==> src/rtl/dcache_req_arbiter.sv <==
// ============================================================================
//  Module      : dcache_req_arbiter
//  Description : Shares the single Dcache request port between the load
//                buffer and the store buffer. A winner is picked whenever the
//                1-entry output slot can accept a request. Its fields are
//                registered into the slot, and a combinational success strobe
//                goes back to the winning requester in the same cycle.
//
//  Ports
//    Clk, Rest                      clock (rising edge), async active-low reset
//    ArbFlash                       pipeline flush: blocks load grants and
//                                   drops a held load
//    LbReqAble/Mat/Ptr/Addr         load buffer request
//    LbReqSuccess                   load captured this cycle (combinational)
//    SbReqAble/Addr/Data/Mask       store buffer request
//    SbReqSuccess                   store captured this cycle (combinational)
//    DcReqValid/Ready               slot handshake towards the Dcache
//    DcReqWrite/Mat/Ptr/Addr/
//    DcReqData/Mask                 registered slot contents
//
//  Configuration macro
//    ARB_ROUND_ROBIN_EN  defined   : alternate load/store on conflict (RrLast)
//                        undefined : load priority, with a starvation counter
//                                    that forces a pending store through
//
//  Revision    : 1.0  initial release
// ============================================================================
`default_nettype none

module dcache_req_arbiter #(
    parameter int STARVE_LIMIT = 4,
    parameter int CNT_W        = 3
) (
    input  logic        Clk,
    input  logic        Rest,
    input  logic        ArbFlash,
    input  logic        LbReqAble,
    input  logic [1:0]  LbReqMat,
    input  logic [2:0]  LbReqPtr,
    input  logic [31:0] LbReqAddr,
    output logic        LbReqSuccess,
    input  logic        SbReqAble,
    input  logic [31:0] SbReqAddr,
    input  logic [31:0] SbReqData,
    input  logic [3:0]  SbReqMask,
    output logic        SbReqSuccess,
    output logic        DcReqValid,
    input  logic        DcReqReady,
    output logic        DcReqWrite,
    output logic [1:0]  DcReqMat,
    output logic [2:0]  DcReqPtr,
    output logic [31:0] DcReqAddr,
    output logic [31:0] DcReqData,
    output logic [3:0]  DcReqMask
);

    typedef enum logic [0:0] {
        SLOT_EMPTY = 1'b0,
        SLOT_HELD  = 1'b1
    } slot_state_t;

    slot_state_t r_state;
    slot_state_t w_next_state;

    logic        r_write;
    logic [1:0]  r_mat;
    logic [2:0]  r_ptr;
    logic [31:0] r_addr;
    logic [31:0] r_data;
    logic [3:0]  r_mask;

    logic w_cap;
    logic w_store_win;
    logic w_load_win;
    logic w_store_grant;
    logic w_load_grant;

    // The slot can take a new request when empty or when it drains this cycle.
    assign w_cap = (r_state == SLOT_EMPTY) | DcReqReady;

`ifdef ARB_ROUND_ROBIN_EN
    // 1 = the last captured request was a load, so a store wins the next
    // conflict. Reset value 0 makes the first conflict go to the load.
    logic r_rr_last;

    assign w_store_win = SbReqAble & (~LbReqAble | r_rr_last);

    always_ff @(posedge Clk or negedge Rest) begin
        if (!Rest) begin
            r_rr_last <= 1'b0;
        end else if (w_store_grant) begin
            r_rr_last <= 1'b0;
        end else if (w_load_grant) begin
            r_rr_last <= 1'b1;
        end
    end
`else
    localparam logic [CNT_W-1:0] c_starve_limit = CNT_W'(STARVE_LIMIT);
    localparam logic [CNT_W-1:0] c_cnt_max      = {CNT_W{1'b1}};

    logic [CNT_W-1:0] r_starve_cnt;

    assign w_store_win = SbReqAble & (~LbReqAble | (r_starve_cnt >= c_starve_limit));

    // Counts the loads that overtook a waiting store; any cycle without a
    // pending store forgets the history.
    always_ff @(posedge Clk or negedge Rest) begin
        if (!Rest) begin
            r_starve_cnt <= '0;
        end else if (!SbReqAble || w_store_grant) begin
            r_starve_cnt <= '0;
        end else if (w_load_grant && (r_starve_cnt != c_cnt_max)) begin
            r_starve_cnt <= r_starve_cnt + CNT_W'(1);
        end
    end
`endif

    // A flush suppresses the load grant outright. The store rule stays
    // untouched, so a store only wins where it would have won anyway.
    assign w_load_win = LbReqAble & ~w_store_win & ~ArbFlash;

    // Gating with Rest keeps the strobes low while reset is asserted,
    // including a reset that lands mid-cycle.
    assign w_store_grant = w_cap & w_store_win & Rest;
    assign w_load_grant  = w_cap & w_load_win  & Rest;

    assign LbReqSuccess = w_load_grant;
    assign SbReqSuccess = w_store_grant;

    always_comb begin
        w_next_state = r_state;
        if (w_cap) begin
            w_next_state = (w_store_grant || w_load_grant) ? SLOT_HELD : SLOT_EMPTY;
        end else if (ArbFlash && !r_write) begin
            // A stalled load is speculative and is discarded on flush.
            // A stalled store is committed and stays put.
            w_next_state = SLOT_EMPTY;
        end
    end

    always_ff @(posedge Clk or negedge Rest) begin
        if (!Rest) begin
            r_state <= SLOT_EMPTY;
        end else begin
            r_state <= w_next_state;
        end
    end

    // Slot payload is written only on a grant, so it is frozen while the slot
    // is held and not accepted.
    always_ff @(posedge Clk or negedge Rest) begin
        if (!Rest) begin
            r_write <= 1'b0;
            r_mat   <= '0;
            r_ptr   <= '0;
            r_addr  <= '0;
            r_data  <= '0;
            r_mask  <= '0;
        end else if (w_store_grant) begin
            r_write <= 1'b1;
            r_mat   <= '0;
            r_ptr   <= '0;
            r_addr  <= SbReqAddr;
            r_data  <= SbReqData;
            r_mask  <= SbReqMask;
        end else if (w_load_grant) begin
            r_write <= 1'b0;
            r_mat   <= LbReqMat;
            r_ptr   <= LbReqPtr;
            r_addr  <= LbReqAddr;
            r_data  <= '0;
            r_mask  <= '0;
        end
    end

    assign DcReqValid = (r_state == SLOT_HELD);
    assign DcReqWrite = r_write;
    assign DcReqMat   = r_mat;
    assign DcReqPtr   = r_ptr;
    assign DcReqAddr  = r_addr;
    assign DcReqData  = r_data;
    assign DcReqMask  = r_mask;

endmodule

`default_nettype wire

==> config.mk <==
export PLATFORM = sky130hd
export DESIGN_NAME = dcache_req_arbiter
export DESIGN_NICKNAME = d
export VERILOG_FILES = /design/src/rtl/dcache_req_arbiter.sv
export SDC_FILE = /design/constraint.sdc
export NUM_CORES = 1
export LEC_CHECK = 0
export ABC_AREA = 1
export CAP_MARGIN = 30
export CORE_MARGIN = 8
export CORE_UTILIZATION = 44
export CTS_CLUSTER_SIZE = 8
export DETAILED_ROUTE_END_ITERATION = 12
export GPL_TIMING_DRIVEN = 0
export MAX_ROUTING_LAYER = met4
export PLACE_DENSITY_LB_ADDON = 0.1
export SYNTH_ARGS = -nofsm -noshare
export SYNTH_HDL_FRONTEND = slang
export SYNTH_SLANG_ARGS = --single-unit
==> constraint.sdc <==
create_clock -name Clk -period 2.9 [get_ports Clk]
set_clock_uncertainty 0.05 [all_clocks]
set_input_delay 0.435 -clock Clk [delete_from_list [all_inputs] [get_ports Clk]]
set_output_delay 0.435 -clock Clk [all_outputs]
set_load 0.01 [all_outputs]
After elaboration in Yosys (flattened, before gate mapping)
Index checks and enable logic that the tools add are counted.
{ "classes": {"n_bitwise": 13, "eq_ne": 1, "div_mod_pow": 0, "n_mul": 0, "reduce_logical": 9, "magnitude_cmp": 1, "n_shift": 0, "addsub": 1, "mux": 17} }
{ "op_table": {"columns": ["op", "count"], "rows": [
  ["$mux 32", 4],
  ["$mux 3", 4],
  ["$mux 4", 2],
  ["$and 1x1->1", 7],
  ["$reduce_bool 2->1", 3],
  ["$mux 1", 5],
  ["$mux 2", 2],
  ["$not 1->1", 4],
  ["$add 3x1->3 const B", 1],
  ["$ge 3x3->1 const B", 1],
  ["$ne 3x3->1 const B", 1],
  ["$logic_and 1x1->1", 2],
  ["$logic_not 1->1", 2],
  ["$logic_or 1x1->1", 2],
  ["$or 1x1->1", 2]
]} }
{ "totals": {"word_cells": 50, "latch_bits": 0, "mem_count": 0, "out_inout_bits": 77, "register_bits": 78, "input_bits": 111, "mem_bits_rw": 0, "rom_bits": 0} }

Longest topological paths before layout
Gate-level depths: netlist of run 1.
{ "depth": {"ltp_word": 11, "depth_mapped": 9, "mapped_depth_nobuf": 8} }

Worst setup path after synthesis of run 1
Ideal clock, no wire load.
{ "synth_path": {"path_kind": "input -> output", "from": "input DcReqReady", "to": "output LbReqSuccess", "t_required_ns": 2.415, "path_slack_ns": 1.413, "cell_stages": 4, "arrival_ns": 1.002, "path_buffers": 0, "cell_sequence": "inv_1 -> a21oi_4 -> nand2_2 -> nor2_2"} }
{ "synth_between": {"elab_chain_cells": 3} }
{ "synth_rtl": {"columns": ["element", "line_no", "text"], "rows": [
  ["start: declaration", "48", "input logic DcReqReady,"],
  ["$or 1x1->1", "79", "assign w_cap = (r_state == SLOT_EMPTY) | DcReqReady;"],
  ["$and 1x1->1 (2 in series)", "125", "assign w_load_grant = w_cap & w_load_win & Rest;"],
  ["end: declaration", "41", "output logic LbReqSuccess,"]
]} }
No other way between the ends.

Final worst setup path of run 1
{ "layout_path": {"from": "input DcReqReady", "to": "output SbReqSuccess"} }
{ "layout_between": {"elab_chain_cells": 3} }
{ "layout_rtl": {"columns": ["element", "line_no", "text"], "rows": [
  ["$or 1x1->1", "79", null],
  ["$and 1x1->1 (2 in series)", "124", "assign w_store_grant = w_cap & w_store_win & Rest;"],
  ["end: declaration", "46", "output logic SbReqSuccess,"]
]} }
No other way between the ends.

==> flow_summary.json, run 1 <==
{
  "antenna_found_initial": 0,
  "postCtsSetupBuffers": 0,
  "final_antenna_net_count": 0,
  "critPathMaxFanout": 10,
  "clock_sinks": 78,
  "drt-vias-per-instance": 4.72,
  "rows": 34,
  "place_area_um2": 5850,
  "avgSynthCellArea_um2": 7.66,
  "dp_hpwl_mm": 9.32,
  "synthSimpleGateAreaFrac_pct": 34.9,
  "synthCells": 498,
  "clockBufferDepth": 2,
  "peakVddDrop_mv": 0.264,
  "final-seq-area_um2": 1950,
  "synth_top_family_by_area": "simple AND/OR/NAND/NOR gates",
  "cts_tree": "built",
  "first_global_vias": 3881,
  "p_per_area_nw_per_um2": 555,
  "synth_fp_nets": 611,
  "yosysTopAreaCellShare_pct": 51.2,
  "grt_usage_pct": 20.6,
  "ys_seq_elements": 78,
  "h-tree-depth": 3,
  "drive_above_1_share_pct": 7.82,
  "synth_xor_xnor_area_share_pct": 0,
  "design_area_um2": 6100,
  "grt_max_degree": 55,
  "rsz0062_at_grt": "no",
  "hold_class": "in2async",
  "fp.dieH_um": 109,
  "synth.area.mux_share_pct": 0,
  "synth_fa_ha_area_share_pct": 0.656,
  "maxCapViolCount": 0,
  "vias": 3829,
  "yosysTopAreaCell": "dfrtp_1",
  "synthTopCellsByArea": "dfrtp_1 51%, nand2_1 19%, nand3_1 14%",
  "die_w_um": 109,
  "dp_cells": 794,
  "dieArea_um2": 11900,
  "violations": "negative hold slack",
  "wl_mm": 12.1,
  "hold_viol": 2,
  "slew_viol_final": 0,
  "gp_congestion": 0.805,
  "synth_compound_area_share_pct": 0.755,
  "yosysWarnings": 0,
  "syn_area_um2": 3810,
  "io_buffers": 187,
  "reg2reg_from": "DcReqValid",
  "nNetsFinal": 812,
  "final_core_util_pct": 71.3,
  "timing.fmax_ghz": 0.369,
  "post-route-drc-count": 0,
  "nFillCells": 703,
  "syn2layout_area_growth_pct": 60.0,
  "max_slew_margin_pct": 68.3,
  "ys_types": 19,
  "setup_violations": 0,
  "ios": 188,
  "yosysSeqAreaShare_pct": 51.2,
  "worst-setup-path-type": "in2out",
  "drt_pass1_iterations": 5,
  "core_area_um2": 8550,
  "r2r_slack_ns": 1.31,
  "status": "finished, violations left",
  "crit_start": "DcReqReady",
  "instances_no_fill": 811,
  "reg2regPathDepth": 7,
  "timing.final.crit_period_ns": 2.71,
  "grt_pass1_wl_mm": 18.9,
  "place_ws_ns": -0.0248,
  "clk-insertion-delay-late_ns": 0.34,
  "timing.hold.ws_ns": -0.00727,
  "drt_iter0_drc": 136,
  "design_power_total_mw": 3.39,
  "detail_route.wl_per_cell_um": 14.9,
  "tightest_slew_ns": 0.470,
  "path_clk_slew_ns": 0.08,
  "crit_path_end_kind": "primary output",
  "diodes": 0,
  "overflow": 0,
  "startpoint_type": "input port",
  "cts_inserted_buffers": 9,
  "multi_input_area_um2": 1380,
  "start_util_pct": 44.6,
  "r2r-end": "DcReqAddr[6]",
  "critical_path_arrival_ns": 2.23,
  "fin_crit_sh_pct": 93.6,
  "required_ns": 2.41,
  "clock-root-buffer": "clkbuf_8",
  "fin_ws_ns": 0.186,
  "endpoint": "SbReqSuccess",
  "p_leak_nw": 3.20
}
[per-stage QoR]
step                hold WS, ns  TNS (ns)
CTS                     0.00216         0
global route             0.0109         0
floorplan                0.0894         0
finish                 -0.00727         0
global placement          0.435   -287.33
detailed placement        0.332   -0.0248
[cells in the mapped netlist (all sizes together)]
cell type / number
clkbuf: 1
o21ai: 1
buf: 28
nor2: 10
nand3: 108
a21oi: 1
nand4: 1
dfrtp: 78
o211ai: 1
ha: 2
inv: 75
nand2: 192
[area by class of cell]
class,count,area share [%]
clock buffer,11,2.48
buffer,29,3.22
inverter,75,4.61
tap,108,2.21
timing repair buffer,190,31.6
sequential,78,32.0
multi-input combinational,316,22.7
clock inverter,4,1.15
[placed cells by master (no fill, tap or decap), types with 2 or more instances in the layout]
cell               n
clkdlybuf4s50_1  186
dfrtp_1           78
inv_1             73
ha_1               2
bufinv_16          2
buf_2             13
inv_2              2
nand3_1          108
nand2_2            3
clkinv_2           2
nand2_1          188
buf_6              5
clkbuf_8          11
buf_4             11
nor2_1             8
[flip-flops by register name (all words and copies together), names as in the netlist]
signal	flops
DcReqMat	2
DcReqData	32
DcReqPtr	3
DcReqValid	1
r_starve_cnt	3
DcReqAddr	32
DcReqWrite	1
DcReqMask	4
[power breakdown]
part | total, mW | internal (mW) | switching (mW)
Clock | 0.910 | 0.525 | 0.385
Sequential | 1.40 | 1.29 | 0.114
Combinational | 1.08 | 0.616 | 0.460
[worst min-delay path by stage]
stage | startpoint | endpoint | slack (ns)
finish | Rest | DcReqAddr[30] | -0.007
global route | Rest | DcReqAddr[30] | 0.01
CTS | Rest | DcReqAddr[30] | 0.002
detailed placement | Rest | DcReqAddr[25] | 0.33
global placement | DcReqData[30] | DcReqData[30] | 0.44
floorplan | Rest | DcReqAddr[0] | 0.09
[cell families (layout without fill, tap and decap cells)]
kind of cell             count (synthesis)  count (layout)
AND/OR/NAND/NOR                        311             311
buffers and inverters                  104             309
flip-flops                              78              78
AO/OA/AOI/OAI                            3               3
adder cells (fa/ha/maj)                  2               2
[routing by layer]
| layer | GRT usage (%) | part of all wire [%] | up-vias |
|---|---|---|---|
| met2 | 33.4 | 48 | 133 |
| met5 | - | 0 | - |
| met1 | 23.9 | 42 | 1763 |
| li1 | - | - | 1919 |
| met4 | 6.45 | 1.2 | 0 |
| met3 | 6.56 | 8.9 | 14 |
[critical path, stage by stage]
cell and delay, ns:
clkdlybuf4s50_1 0.46, inv_1 0.07, nand2_1 0.09, nand2_1 0.10
nor2_4 0.24, buf_2 0.26, clkdlybuf4s50_1 0.57
[timing repair]
action | CTS | global route
resized for setup | 1 | 0
setup endpoints to repair | 1 | 0
hold buffers | 2 | 0
endpoints found under the hold margin | 26 | 0
No activity file was read; power rests on OpenSTA's default activity.
==> inputs of run 2 (changes only) <==
--- a/config.mk
+++ b/config.mk
@@ -8,12 +8,14 @@
 export ABC_AREA = 1
 export CAP_MARGIN = 30
 export CORE_MARGIN = 8
-export CORE_UTILIZATION = 44
+export CORE_UTILIZATION = 35
+export CTS_CLUSTER_DIAMETER = 60
 export CTS_CLUSTER_SIZE = 8
 export DETAILED_ROUTE_END_ITERATION = 12
 export GPL_TIMING_DRIVEN = 0
 export MAX_ROUTING_LAYER = met4
 export PLACE_DENSITY_LB_ADDON = 0.1
+export SETUP_SLACK_MARGIN = 0.05
 export SYNTH_ARGS = -nofsm -noshare
 export SYNTH_HDL_FRONTEND = slang
 export SYNTH_SLANG_ARGS = --single-unit
==> flow_summary.json, run 2 (synthesis results as in run 1) <==
{
  "clock-root-buffer": "clkbuf_8",
  "clock_sinks": 78,
  "final_core_util_pct": 57.4,
  "start_util_pct": 35.5,
  "rows": 38,
  "first_global_vias": 3856,
  "gp_congestion": 0.785,
  "grt_pass1_wl_mm": 20.3,
  "drive_above_1_share_pct": 7.66,
  "p_per_area_nw_per_um2": 563,
  "grt_max_degree": 46,
  "critPathMaxFanout": 10,
  "vias": 3780,
  "io_buffers": 187,
  "drt_pass1_iterations": 5,
  "hold_class": "in2async",
  "clockBufferDepth": 2,
  "max_slew_margin_pct": 44.2,
  "diodes": 0,
  "dp_hpwl_mm": 9.36,
  "crit_path_end_kind": "primary output",
  "setup_violations": 0,
  "cts_tree": "built",
  "fp.dieH_um": 120,
  "worst-setup-path-type": "in2out",
  "layout_common_cells": "188 x nand2_1, 186 x clkdlybuf4s50_1, 108 x nand3_1",
  "clk-insertion-delay-late_ns": 0.34,
  "tightest_slew_ns": 0.835,
  "startpoint_type": "input port",
  "path_clk_slew_ns": 0.09,
  "crit_path_max_incr_delay_ns": 0.56,
  "core_area_um2": 10700,
  "slew_viol_final": 0,
  "fin_crit_sh_pct": 93.3,
  "hold_viol": 0,
  "fin_ws_ns": 0.195,
  "p_leak_nw": 3.21,
  "timing.final.crit_period_ns": 2.70,
  "crit_chain": "clkdlybuf4s50_1 > inv_1 > nand2_1 > nand2_1 > nor2_4 > clkbuf_4 > clkdlybuf4s50_1",
  "detail_route.wl_per_cell_um": 14.8,
  "instances_no_fill": 845,
  "status": "completed",
  "post-route-drc-count": 0,
  "antenna_found_initial": 0,
  "ios": 188,
  "dp_cells": 826,
  "place_ws_ns": 0.125,
  "postCtsSetupBuffers": 0,
  "die_w_um": 120,
  "dieArea_um2": 14500,
  "cts_inserted_buffers": 9,
  "nNetsFinal": 813,
  "rsz0062_at_grt": "no",
  "syn2layout_area_growth_pct": 61.7,
  "maxCapViolCount": 0,
  "grt_usage_pct": 18.1,
  "final_common_cell": "nand2_1",
  "final_antenna_net_count": 0,
  "wl_mm": 12.5,
  "critical_path_arrival_ns": 2.22,
  "drt_iter0_drc": 172,
  "critPathSlowestCell": "clkdlybuf4s50_1",
  "peakVddDrop_mv": 0.252,
  "required_ns": 2.41,
  "h-tree-depth": 3,
  "timing.fmax_ghz": 0.370,
  "overflow": 0,
  "drt-vias-per-instance": 4.47
}
==> run 2: cell count changes in the layout (fill, tap and decap cells not counted), sizes merged <==
| cell | change |
|---|---|
| clkinv | -1 |
| clkinvlp | +1 |
| clkbuf | +1 |
| buf | -2 |
| dlygate4sd3 | +2 |
| bufinv | +1 |
==> run 2: final timing paths <==
kind / from / to / slack (ns) / depth (start not counted)
setup / recovery: DcReqReady / SbReqSuccess / 0.20 / 7
hold / removal: Rest / DcReqAddr[26] / 0.06 / 2
setup reg to reg: DcReqValid / DcReqAddr[25] / 1.34 / 7
hold reg to reg: DcReqMask[3] / DcReqMask[3] / 0.46 / 2
max in group asynchronous: Rest / DcReqData[1] / 1.51 / 2
min in group Clk: DcReqMask[3] / DcReqMask[3] / 0.46 / 2
==> run 2: critical path, delay by kind of cell <==
| kind | cells | cell delay (ns) |
|---|---|---|
| buffers and inverters | 4 | 1.35 |
| and+or+nand+nor | 3 | 0.44 |
==> run 2: timing repair <==
item                       in CTS  in global routing
hold endpoints to repair        3                  0
hold buffers                    3                  0
resized for setup               0                  1
setup endpoints to repair       0                  1
==> run 2: power breakdown <==
part           total [mW]  switching, mW  internal (mW)
clock                1.00          0.407          0.598
combinational        1.07          0.457          0.615
sequential           1.40          0.110           1.29
==> run 2: area by class of cell <==
| type | count | area, µm² |
|---|---|---|
| Clock buffer | 11 | 141 |
| Timing Repair Buffer | 191 | 1930 |
| Sequential cell | 78 | 1950 |
| Clock inverter | 5 | 106 |
| Fill cell | 1039 | 4580 |
| Inverter | 75 | 282 |
| Multi-Input combinational cell | 316 | 1380 |
| Buffer | 29 | 199 |
| Tap cell | 140 | 175 |
==> run 2: per-stage QoR <==
stage | TNS (ns) | power (mW) | cell area [µm²] | hold WS, ns
after CTS | 0 | 3.53 | 6160 | 0.0606
after global placement | -304.75 | 2.48 | 5860 | 0.435
final | 0 | 3.47 | 6170 | 0.0570
after global routing | 0 | 3.68 | 6170 | 0.0634
after detailed placement | 0 | 2.50 | 5890 | 0.385
after floorplan | 0 | 1.81 | 3810 | 0.0894
==> run 2: layer usage <==
| metal | vias to the layer above | GRT usage, % | share of wire, % |
|---|---|---|---|
| li1 | 1923 | - | - |
| met5 | - | - | 0 |
| met2 | 143 | 27.6 | 46 |
| met3 | 7 | 7.37 | 9.0 |
| met1 | 1707 | 22.1 | 44 |
| met4 | 0 | 3.75 | 0.59 |
==> inputs of run 3 (changes only) <==
--- a/config.mk
+++ b/config.mk
@@ -7,12 +7,14 @@
 export LEC_CHECK = 0
 export ABC_AREA = 1
 export CAP_MARGIN = 30
+export CORE_ASPECT_RATIO = 0.9
 export CORE_MARGIN = 8
 export CORE_UTILIZATION = 35
 export CTS_CLUSTER_DIAMETER = 60
 export CTS_CLUSTER_SIZE = 8
 export DETAILED_ROUTE_END_ITERATION = 12
 export GPL_TIMING_DRIVEN = 0
+export HOLD_SLACK_MARGIN = 0.08
 export MAX_ROUTING_LAYER = met4
 export PLACE_DENSITY_LB_ADDON = 0.1
 export SETUP_SLACK_MARGIN = 0.05
==> flow_summary.json, run 3 (synthesis results as in run 1) <==
{
  "status": "completed",
  "nFillCells": 1001,
  "slew_viol_final": 0,
  "tns_ns": 0,
  "r2r_slack_ns": 1.32,
  "critPathMaxFanout": 10,
  "final-seq-area_um2": 1950,
  "cts_inserted_buffers": 9,
  "max_slew_margin_pct": 68.0,
  "peakVddDrop_mv": 0.472,
  "dp_cells": 819,
  "critPathTopFamily": "buffers and inverters",
  "drt_iter0_drc": 277,
  "required_ns": 2.41,
  "drt_pass1_iterations": 5,
  "maxCapViolCount": 0,
  "critical_path_arrival_ns": 2.12,
  "p_leak_nw": 3.29,
  "clock_sinks": 78,
  "timing.fmax_ghz": 0.384,
  "p_per_area_nw_per_um2": 591,
  "vias": 3813,
  "overflow": 0,
  "final_antenna_net_count": 0,
  "reg2regPathDepth": 8,
  "startpoint_type": "input port",
  "critPathSlowestCell": "clkdlybuf4s50_1",
  "worst-setup-path-type": "in2out",
  "first_global_vias": 3873,
  "clockBufferDepth": 2,
  "critPathBufInv": 4,
  "rows": 36,
  "dp_hpwl_mm": 9.35,
  "clock-root-buffer": "clkbuf_16",
  "timing.final.crit_period_ns": 2.60,
  "gp_congestion": 0.789,
  "timing.hold.ws_ns": 0.118,
  "hold_class": "in2async",
  "nNetsFinal": 816,
  "syn2layout_area_growth_pct": 65.6,
  "rsz0062_at_grt": "no",
  "crit_start": "DcReqReady",
  "reg2reg_from": "DcReqValid",
  "crit_chain": "clkdlybuf4s50_1 > inv_1 > nand2_1 > nand2_1 > nor2_4 > buf_2 > clkdlybuf4s50_1",
  "multi_input_area_um2": 1390,
  "h-tree-depth": 3,
  "dieArea_um2": 14500,
  "drt-vias-per-instance": 4.53,
  "fp.dieH_um": 115,
  "diodes": 0,
  "final_common_cell": "nand2_1",
  "io_buffers": 187,
  "grt_pass1_wl_mm": 19.6,
  "design_area_um2": 6320,
  "endpoint": "SbReqSuccess",
  "r2r-end": "DcReqAddr[2]",
  "tightest_slew_ns": 0.480,
  "core_area_um2": 10700,
  "instances_no_fill": 841,
  "cts_tree": "built",
  "path_depth": 7,
  "ios": 188,
  "hold_viol": 0,
  "fin_crit_sh_pct": 89.7,
  "wl_mm": 12.4,
  "crit_path_end_kind": "primary output",
  "grt_usage_pct": 17.6,
  "design_power_total_mw": 3.73,
  "grt_max_degree": 44,
  "crit_path_max_incr_delay_ns": 0.57,
  "layout_common_cells": "188 x nand2_1, 186 x clkdlybuf4s50_1, 108 x nand3_1",
  "clk-insertion-delay-late_ns": 0.33,
  "post-route-drc-count": 0,
  "detail_route.wl_per_cell_um": 14.7,
  "place_area_um2": 5880,
  "setup_violations": 0,
  "antenna_found_initial": 0,
  "drive_above_1_share_pct": 8.33,
  "start_util_pct": 35.6,
  "path_clk_slew_ns": 0.06,
  "die_w_um": 126
}
run 3: cell count changes in the layout (fill, tap and decap cells not counted), sizes merged:
cell	change
clkinvlp	-1
buf	+6
clkbuf	+1
dlygate4sd3	-2
bufinv	-1
run 3: worst min path at each step:
stage | from | end | slack, ns | cells after the start
after floorplan | Rest | DcReqAddr[0] | 0.09 | 0
final | Rest | DcReqData[18] | 0.12 | 3
after global placement | DcReqData[4] | DcReqData[4] | 0.43 | 2
after global routing | Rest | DcReqData[19] | 0.12 | 3
after detailed placement | Rest | DcReqAddr[26] | 0.39 | 1
after CTS | Rest | DcReqData[16] | 0.11 | 3
run 3: report_power, final:
| part | total (mW) | switching (mW) | leakage (nW) | internal (mW) |
|---|---|---|---|---|
| Clock | 1.25 | 0.424 | 0.166 | 0.823 |
| Sequential | 1.40 | 0.113 | 0.993 | 1.29 |
| Combinational | 1.08 | 0.460 | 2.13 | 0.624 |
| Total | 3.73 | 0.997 | 3.29 | 2.74 |
run 3: area by class of cell:
type	count	share of cell area, %
Clock inverter	3	1.03
Inverter	75	4.46
Tap cell	133	2.63
Buffer	29	3.11
Timing Repair Buffer	194	31.6
Sequential cell	78	30.9
Clock buffer	13	4.28
Multi-Input combinational cell	316	22.0
run 3: metal layers:
layer,GRT usage (%),part of all wire (%)
met5,-,0
met4,5.04,0.89
met3,6.82,8.8
met2,27.6,47
met1,20.7,43
run 3: worst reg2reg max path, stage by stage (launching register included):
cell and delay, ns:
dfrtp_1 0.42, nand2_1 0.11, nand2_1 0.10, nor2_4 0.16
buf_4 0.17, buf_2 0.22, nand2_1 0.09, nand3_1 0.10
nand2_1 0.05
run 3: per-stage QoR:
stage                     utilization [%]  setup slack [ns]
after floorplan                         -              1.41
final                                58.9             0.298
after global placement               54.6             -3.03
after detailed placement             54.8            -0.116
after CTS                            58.8             0.139
after global routing                 58.9             0.174
run 3: timing repair:
item,CTS,global route
cloned,0,0
pin swaps,0,1
endpoints found under the hold margin,35,0
resized for setup,3,0
hold buffers,4,0
setup buffers,0,2
setup endpoints to repair,2,1
==> variant (config.mk and constraints of run 2) <==
Build with the macro `ARB_ROUND_ROBIN_EN` defined.
--- a/src/rtl/dcache_req_arbiter.sv
+++ b/src/rtl/dcache_req_arbiter.sv
@@ -27,4 +27,6 @@
 // ============================================================================
 `default_nettype none
+
+`define ARB_ROUND_ROBIN_EN
 
 module dcache_req_arbiter #(
Behaviour: not the same (Yosys sat finds a counterexample within 4 cycles, from zero or initial values).
==> variant against run 2 <==
  * Sequential share of layout area up 0.46 points
  * First-iteration DRC count increased by 4.7%
  * Largest cell class unchanged
  * Setup slack better by 20 ps
  * Synthesized cell count down 4.4%
  * Combinational power grew 15%
  * Wire length shrank 3.6%
  * Clock power decreased by 22%
  * Power is 0.92% lower
  * Sequential cell count down 2
  * Area after synthesis decreased by 4.8%
  * Worst hold slack got worse by 9.3 ps
  * Design area is 4.0% lower
==> variant: results (changes against run 2) <==
metric	value	unit	change
total number of vias	3706		-2.0%
DR iter-0 viols	180		+4.7%
pin count of the biggest net entering global routing	52		+13%
Peak supply drop	227	uV	-10%
All-Layer GR Usage	0.184		+0.00322
vias in the first global route	3909		+1.4%
Area contributors post-synth	dfrtp_1, nand2_1, nand3_1		
antenna violations before repair	1		+1
Worst setup endpoint	LbReqSuccess		
dpl cells	800		-3.1%
global-route wire length before repair	20200	um	-0.31%
final WL	12100	um	-3.6%
register area share after synthesis	0.524		+0.0121
status	finished clean		
syn_nets	587		-3.9%
top post-synthesis cells by count	nand2_1, nand3_1, dfrtp_1		
Worst Path Arrival	2200	ps	-20 ps
reg2reg path depth	9		+2
Synth async-reset ratio	1.00		unchanged
Layout Nets	788		-3.1%
worst r2r dst	DcReqAddr[16]$_DFFE_PN0P_		
library cells used by synthesis	16		-3
Filler Cells Inserted	974		-6.3%
critical path peak fanout	7		-3
die width	118	um	-2.1%
final weighted congestion in routability-driven placement	0.794		+1.1%
total iterations of the first detailed-routing run	6		+1
share of cells above drive strength 1	0.0734		-0.00317
DP HPWL	9360	um	about the same
r2r startpoint	r_rr_last$_DFFE_PN0P_		
Leak	3.04	nW	-5.2%
Syn Area/Cell	7.63	sq um	-0.42%
## variant: changes by cell type in the layout (fill, tap and decap cells not counted), sizes merged, moves of 3 or more
| cell | before | now |
|---|---|---|
| a21oi | 1 | 4 |
| nand3 | 108 | 100 |
| nand2 | 192 | 171 |
| dlygate4sd3 | 3 | 0 |
| o21ai | 1 | 19 |
| nor2 | 10 | 2 |
## variant: worst max-delay path, stage by stage
cell	delay [ps]
clkdlybuf4s50_1	470
inv_1	80
nand2_1	110
nand3_1	180
nor2_2	320
clkdlybuf4s50_1	610
## variant: layer usage
layer	vias up	track usage	wire, um
li1	1870	-	-
met1	1702	0.211	5030
met2	125	0.307	5990
met3	9	0.0633	946
met4	0	0.0376	112
met5	-	-	0
## variant: cell families after synthesis
logic type | share of synthesized area
and+or+nand+nor | 0.321
buffers and inverters | 0.119
DFF | 0.524
AOI/OAI and AO/OA | 0.0365
## variant: layout make-up
type | instances | area share
antenna | 1 | 0.000423
buffer | 30 | 0.0273
clock inverter | 6 | 0.0108
inverter | 72 | 0.0461
tap | 136 | 0.0287
multi-input combinational | 298 | 0.219
timing repair buffer | 190 | 0.325
sequential | 76 | 0.321
clock buffer | 9 | 0.0209
## variant: what timing repair did
action                                 in CTS  in global routing
hold buffers                                1                  0
setup endpoints to repair                   1                  1
pin swaps                                   0                  1
endpoints found under the hold margin      25                  0
gates resized for setup                     1                  2
cloned                                      0                  0
setup buffers                               0                  1
## variant: power by group
| part | switching, W | internal, W | leakage, nW | total, W |
|---|---|---|---|---|
| sequential | 0.000128 | 0.00129 | 0.952 | 0.00142 |
| combinational | 0.000541 | 0.000693 | 2.00 | 0.00123 |
| clock | 0.000392 | 0.000393 | 0.0915 | 0.000784 |
## variant: worst min path at each step
stage / end / slack [ps]
2_1_floorplan: DcReqAddr[0]$_DFFE_PN0P_ / 90
3_3_place_gp: DcReqMask[3]$_DFFE_PN0P_ / 430
3_5_place_dp: DcReqAddr[0]$_DFFE_PN0P_ / 340
4_1_cts: DcReqAddr[28]$_DFFE_PN0P_ / 40
5_1_grt: DcReqAddr[28]$_DFFE_PN0P_ / 40
6_report: DcReqAddr[0]$_DFFE_PN0P_ / 50
## variant: through the flow
step | util | cell area [sq um] | power (W) | setup WS [ps] | hold slack [ps]
after floorplan | - | 3630 | 0.00190 | 1330 | 89.4
after global placement | 0.557 | 5670 | 0.00266 | -3060 | 432
after detailed placement | 0.559 | 5700 | 0.00269 | 9.16 | 342
after CTS | 0.580 | 5910 | 0.00349 | 97.2 | 39.7
after global routing | 0.581 | 5920 | 0.00367 | 95.3 | 44.0
final | 0.581 | 5920 | 0.00344 | 215 | 47.7
